--- src/rtl/mem_pkg.sv ---
// mem_pkg: shared state type, byte-count helper and parameter legality check for mem_sp_ctrl
package mem_pkg;
  typedef enum logic {INIT, RUN} state_t;
  function automatic int bytes_of(int data_w);
    return data_w / 8;
  endfunction
  function automatic bit params_ok(int data_w, int addr_w, int depth);
    return (data_w % 8 == 0) && (depth >= 2) && (depth <= (1 << addr_w));
  endfunction
endpackage

--- src/rtl/mem_sp_ctrl_if.sv ---
// mem_sp_ctrl_if: request/response valid-ready bus; master drives requests, slave drives responses
interface mem_sp_ctrl_if #(parameter int DATA_W = 8, parameter int ADDR_W = 8);
  logic              req_valid;
  logic              req_ready;
  logic              req_write;
  logic [ADDR_W-1:0] req_addr;
  logic [DATA_W-1:0] req_wdata;
  logic [DATA_W/8-1:0] req_be;
  logic              rsp_valid;
  logic              rsp_ready;
  logic [DATA_W-1:0] rsp_rdata;
  logic              rsp_err;
  modport master (output req_valid, req_write, req_addr, req_wdata, req_be, rsp_ready,
                  input req_ready, rsp_valid, rsp_rdata, rsp_err);
  modport slave (input req_valid, req_write, req_addr, req_wdata, req_be, rsp_ready,
                 output req_ready, rsp_valid, rsp_rdata, rsp_err);
endinterface

--- src/rtl/mem_sp_array.sv ---
// mem_sp_array: DEPTH x DATA_W storage, byte-enabled sync write, registered read, no reset (ports: clk, we, re, addr, be, wdata, rdata)
module mem_sp_array #(
  parameter int DATA_W = 8,
  parameter int DEPTH = 256,
  parameter int AW = $clog2(DEPTH),
  parameter int B = DATA_W / 8
) (
  input  logic              clk,
  input  logic              we,
  input  logic              re,
  input  logic [AW-1:0]     addr,
  input  logic [B-1:0]      be,
  input  logic [DATA_W-1:0] wdata,
  output logic [DATA_W-1:0] rdata
);
  logic [DATA_W-1:0] mem [DEPTH];
  always_ff @(posedge clk) begin
    for (int i = 0; i < B; i++)
      if (we && be[i]) mem[addr][8*i +: 8] <= wdata[8*i +: 8];
    if (re) rdata <= mem[addr];
  end
endmodule

--- src/rtl/mem_sp_ctrl.sv ---
// mem_sp_ctrl: single-port memory controller (ports: clk, rst, bus slave request/response channel, init_done)
module mem_sp_ctrl
  import mem_pkg::*;
#(
  parameter int DATA_W = 8,
  parameter int ADDR_W = 8,
  parameter int DEPTH = 256,
  parameter int CLEAR_ON_RESET = 1
) (
  input  logic           clk,
  input  logic           rst,
  mem_sp_ctrl_if.slave   bus,
  output logic           init_done
);
  localparam int AW = $clog2(DEPTH);
  localparam int B = bytes_of(DATA_W);
  localparam logic [AW-1:0] LAST = AW'(DEPTH - 1);
  if (!params_ok(DATA_W, ADDR_W, DEPTH)) begin : g_bad
    $error("mem_sp_ctrl: DATA_W must be a multiple of 8 and 2 <= DEPTH <= 2**ADDR_W");
  end
  state_t state, nxt;
  logic [AW-1:0] cnt;
  logic [DATA_W-1:0] q;
  logic rv, err, in_range, acc, rd, clr;
  always_ff @(posedge clk) state <= rst ? INIT : nxt;
  always_comb nxt = (state == RUN || CLEAR_ON_RESET == 0 || cnt == LAST) ? RUN : INIT;
  always_comb begin
    init_done = !rst && state == RUN;
    bus.req_ready = init_done && (!rv || bus.rsp_ready);
    bus.rsp_valid = rv;
    bus.rsp_err = err;
    bus.rsp_rdata = (rv && !err) ? q : '0;
  end
  // extra MSB so DEPTH == 2**ADDR_W compares correctly
  assign in_range = {1'b0, bus.req_addr} < (ADDR_W + 1)'(DEPTH);
  assign acc = bus.req_valid && bus.req_ready;
  assign rd = acc && !bus.req_write;
  // the sweep never writes while rst is held, so reset alone leaves contents alone
  assign clr = !rst && state == INIT && CLEAR_ON_RESET != 0;
  always_ff @(posedge clk)
    if (rst) cnt <= '0;
    else if (clr && cnt != LAST) cnt <= cnt + 1'b1;
  always_ff @(posedge clk)
    if (rst) begin
      rv <= 1'b0;
      err <= 1'b0;
    end else begin
      rv <= rd || (rv && !bus.rsp_ready);
      if (rd) err <= !in_range;
    end
  mem_sp_array #(.DATA_W(DATA_W), .DEPTH(DEPTH)) u_array (
    .clk  (clk),
    .we   (clr || (acc && bus.req_write && in_range)),
    .re   (rd && in_range),
    .addr (clr ? cnt : bus.req_addr[AW-1:0]),
    .be   (clr ? {B{1'b1}} : bus.req_be),
    .wdata(clr ? '0 : bus.req_wdata),
    .rdata(q)
  );
endmodule
--- src/flat_wrapper.sv ---
// flat-port wrapper written by rule: the top's interface ports become plain ports
module mem_sp_ctrl_flat import mem_pkg::*;
#(
  parameter int DATA_W = 8,
  parameter int ADDR_W = 8,
  parameter int DEPTH = 256,
  parameter int CLEAR_ON_RESET = 1
)
  (clk, rst, init_done, bus_req_valid, bus_req_write, bus_req_addr, bus_req_wdata, bus_req_be, bus_rsp_ready, bus_req_ready, bus_rsp_valid, bus_rsp_rdata, bus_rsp_err);
  mem_sp_ctrl_if #(.DATA_W(DATA_W), .ADDR_W(ADDR_W)) bus_i ();
  input  logic clk;
  input  logic rst;
  output logic init_done;
  input wire logic [$bits(bus_i.req_valid)-1:0] bus_req_valid;
  input wire logic [$bits(bus_i.req_write)-1:0] bus_req_write;
  input wire logic [$bits(bus_i.req_addr)-1:0] bus_req_addr;
  input wire logic [$bits(bus_i.req_wdata)-1:0] bus_req_wdata;
  input wire logic [$bits(bus_i.req_be)-1:0] bus_req_be;
  input wire logic [$bits(bus_i.rsp_ready)-1:0] bus_rsp_ready;
  output wire logic [$bits(bus_i.req_ready)-1:0] bus_req_ready;
  output wire logic [$bits(bus_i.rsp_valid)-1:0] bus_rsp_valid;
  output wire logic [$bits(bus_i.rsp_rdata)-1:0] bus_rsp_rdata;
  output wire logic [$bits(bus_i.rsp_err)-1:0] bus_rsp_err;
  assign bus_i.req_valid = bus_req_valid;
  assign bus_i.req_write = bus_req_write;
  assign bus_i.req_addr = bus_req_addr;
  assign bus_i.req_wdata = bus_req_wdata;
  assign bus_i.req_be = bus_req_be;
  assign bus_i.rsp_ready = bus_rsp_ready;
  assign bus_req_ready = bus_i.req_ready;
  assign bus_rsp_valid = bus_i.rsp_valid;
  assign bus_rsp_rdata = bus_i.rsp_rdata;
  assign bus_rsp_err = bus_i.rsp_err;
  mem_sp_ctrl #(.DATA_W(DATA_W), .ADDR_W(ADDR_W), .DEPTH(DEPTH), .CLEAR_ON_RESET(CLEAR_ON_RESET)) u_core (.clk(clk), .rst(rst), .bus(bus_i), .init_done(init_done));
endmodule
--- config.mk ---
export PLATFORM = sky130hd
export DESIGN_NAME = mem_sp_ctrl_flat
export DESIGN_NICKNAME = d
export VERILOG_FILES = /design/src/rtl/mem_pkg.sv /design/src/rtl/mem_sp_ctrl_if.sv /design/src/rtl/mem_sp_array.sv /design/src/rtl/mem_sp_ctrl.sv /design/src/flat_wrapper.sv
export SDC_FILE = /design/constraint.sdc
export NUM_CORES = 2
export LEC_CHECK = 0
export CAP_MARGIN = 0
export CORE_MARGIN = 3
export CORE_UTILIZATION = 35
export CTS_CLUSTER_DIAMETER = 200
export CTS_CLUSTER_SIZE = 24
export DETAILED_ROUTE_END_ITERATION = 16
export GPL_TIMING_DRIVEN = 0
export PLACE_DENSITY = 0.53
export SLEW_MARGIN = 20
export SYNTH_ARGS = -nofsm -noshare
export SYNTH_HDL_FRONTEND = slang
export SYNTH_HIERARCHICAL = 1
export SYNTH_SLANG_ARGS = --single-unit
--- constraint.sdc ---
create_clock -name clk -period 10.9 [get_ports clk]
set_clock_uncertainty 0.2 [all_clocks]
set_input_delay 2.18 -clock clk [delete_from_list [all_inputs] [get_ports clk]]
set_output_delay 2.18 -clock clk [all_outputs]
set_load 0.005 [all_outputs]
==> metrics.cfg <==
[hold_path]
min_to=u_core/cnt[1]$_SDFFE_PP0P_
hp-class=reg -> reg
whs_path_depth=2
min-delay-start=u_core/cnt[1]$_SDFFE_PP0P_

[drt]
wl_mm=225
wl_per_cell_um=33.0
drtPass1Iterations=6
vias_per_cell=5.66
antenna_left=0
remaining_drc_errors=0
drt-initial-drc-count=5303
vias=38600

[critical_path]
crit_fanout=10
crit_type=in -> reg
r2r_end=u_core/u_array/mem[216][4]$_DFFE_PP_
crit_slowest_cell=nand2_1
worstRegToRegCells=11
path_buf_inv=7
cp-end-kind=flop
critPathTopFamily=buffers and inverters
startpoint=rst
cp.required_ps=11100
cp-start-kind=primary input
r2r_slack_ps=4450
r2r_start=u_core/state$_SDFF_PP0_
cp.arrival_ps=8220
max_stage_delay_ps=880
cp_cell_sequence=clkdlybuf4s50_1 > nor2_1 > buf_4 > mux2_2 > nor2b_1 > clkbuf_1 > clkbuf_2 > buf_1 > nand2_1 > clkbuf_2 > buf_16 > nor2_1

[power_and_ir_drop]
switching_share=0.229
power.leakage_nw=26.0
comb_power_share=0.091
peakVddDrop_mv=0.140
seq_power_share=0.621
cellInternalPower_w=0.0109
power_switching_w=0.00322
powerDensity_nw_per_um2=160
clkPwrFrac=0.288

[clock_network]
cts_tree=built
cts_max_level=3
post-cts-setup-buffers=0
cts_made_buffers=96
cts_root_buffer=clkbuf_16
cts_sinks=2066
clock_latency_ps=770
holdBufCountCts=0
clk_pin_slew_ps=90
max-clock-path-buffers=3
ctsResizeCount=0

[sta]
rsz0062_at_grt=no
max_freq_mhz=125
fin_tns_setup_ps=0
slew_viol_final=0
period_share=0.736
worst_pin_slew_ps=1190
finalSetupViolCount=0
final.min_clock_period_ps=8020
final_hold_viol_count=0
slew-limit-headroom=0.205

[die]
floorplan.initialDensity=0.354
fp.dieW_um=482
fp.dieH_um=482
num_rows=173
ioPinCount=34
dieArea_um2=232000
core_area_um2=224000

[yosys]
synth_nets=3635
synthTopCellsByArea=edfxtp_1 78%, mux4_2 15%, a22oi_1 2.4%
yosys_warnings=6
synth_edf_count=2056
ys_seq_elements=2066
dominantRegCellSynth=edfxtp_1
netlist_area_um2=79200
synthDominantCellAreaShare=0.780
synthTopCellsByCount=2056 x edfxtp_1, 512 x mux4_2, 263 x nor2_1, 256 x a22oi_1, 144 x clkbuf_1
yosys.area.top_type=edfxtp_1
synth_cell_types=42
async_flop_share=0
synth_most_common_cell=edfxtp_1
synth-seq-area-share=0.782
syn_area_per_cell_um2=21.9
synth_cells=3612

[final_layout]
layout.area.seq_um2=61900
nNetsFinal=3853
multi_input_area_um2=16300
fin_cells=6827
fillers=19800
syn2layout_area_growth_pct=11.2
final_util=0.394
drive_gt1_frac=0.213

[grt]
grt_start_max_net_pins=40
antenna_found_initial=18
grt_use_met1=0.273
grt_pass1_vias=38200
track_usage=0.193
gr-max-usage-layer=met2
grt_use_met2=0.299
grt_use_met3=0.0377
grt_pass1_wl_mm=311
grt_overflow=0

[run_status]
status=complete, no violations

[place]
gp_congestion=0.874
placed_cells=6706
dpl.hpwl_mm=159
io_buffers=32

[run]
cap_violations=0

==> metal layers <==
layer  share of wire  vias up  wire (um)
li1                -    15600          -
met1            0.41    21200      93100
met2            0.47     1547     105000
met3           0.082      274      18500
met4           0.038        4       8510
met5         0.00014        -         32
==> power groups by stage <==
stage          Combinational (W)  Clock [W]  Sequential [W]
4_1_cts                  0.00129    0.00417         0.00873
2_1_floorplan           0.000705          0         0.00896
3_5_place_dp             0.00129          0         0.00892
3_3_place_gp             0.00119          0         0.00902
6_report                 0.00129    0.00406         0.00873
5_1_grt                  0.00134    0.00443         0.00874
==> cell families (layout without fill, tap and decap cells) <==
logic type                 after synthesis  after routing  synth area share
other                                    1              7         0.0000474
muxes                                  524            524             0.147
adders and majority gates                1              1          0.000158
DFF                                   2066           2066             0.782
buffers and inverters                  230            464            0.0130
AOI/OAI and AO/OA                      427            427            0.0371
and+or+nand+nor                        363            363            0.0199
==> layout by cell type (no fill, tap or decap), types with 2 or more instances in the layout <==
master           instances
nor2b_4                  8
diode_2                  6
nand2_1                 29
o41ai_1                 32
edfxtp_1              2056
buf_1                   23
buf_2                   40
nand4_1                 11
buf_16                  44
buf_4                   14
clkdlybuf4s50_1         32
clkbuf_2                24
nand3_1                  6
a31oi_1                  2
and3_2                   2
dfxtp_1                 10
nor3_1                   2
mux2_2                   8
nor2b_1                  9
buf_12                  42
buf_6                    9
nor3b_1                  3
nand2b_1                 7
inv_6                    2
and4_1                   2
clkbuf_1               129
a21oi_1                132
a22oi_1                256
or2_2                    2
clkbuf_16               98
mux2i_1                  3
and2_1                  11
nor2_1                 262
mux4_2                 512
inv_16                   2
==> flip-flops by register name, summed over array words and instances (netlist names) <==
name and count:
u_core/bus.rsp_valid 1, u_core/cnt 8, u_core/state 1, u_core/u_array/mem 2048, u_core/u_array/rdata 8
==> final cells by class <==
type / count / share of cell area
well taps: 2975 / 0.0423
plain buffers: 229 / 0.0120
inverters: 1 / 0.0000427
flip-flops and latches: 2066 / 0.704
clock buffers: 108 / 0.0283
repair buffers: 120 / 0.0273
multi-input cells: 1316 / 0.185
diodes: 6 / 0.000171
clock inverters: 6 / 0.00118
==> worst min-delay path, stage by stage, from the launching register on <==
cell	delay (ps)
dfxtp_1	340
nand2b_1	80
mux2i_1	60
==> how the worst max path moves through the flow <==
| stage | to | cells past startpoint | slack, ps |
|---|---|---|---|
| after global routing | u_core/u_array/mem[201][2]$_DFFE_PP_ | 12 | 2830 |
| after floorplan | u_core/u_array/mem[0][0]$_DFFE_PP_ | 3 | 570 |
| after CTS | u_core/u_array/mem[106][5]$_DFFE_PP_ | 12 | 3090 |
| after detailed placement | u_core/u_array/mem[91][0]$_DFFE_PP_ | 12 | 2230 |
| final | u_core/u_array/mem[216][4]$_DFFE_PP_ | 12 | 2880 |
| after global placement | u_core/u_array/mem[76][1]$_DFFE_PP_ | 4 | -9150 |
==> per-stage QoR <==
stage	hold WS [ps]	worst slack [ps]	total power, W	area (um^2)
2_1_floorplan	273	567	0.00967	79200
3_3_place_gp	304	-9150	0.0102	83200
3_5_place_dp	320	2230	0.0102	85400
4_1_cts	336	3090	0.0142	88000
5_1_grt	371	2830	0.0145	88000
6_report	329	2880	0.0141	88000
Power figures use the tool's default switching activity.
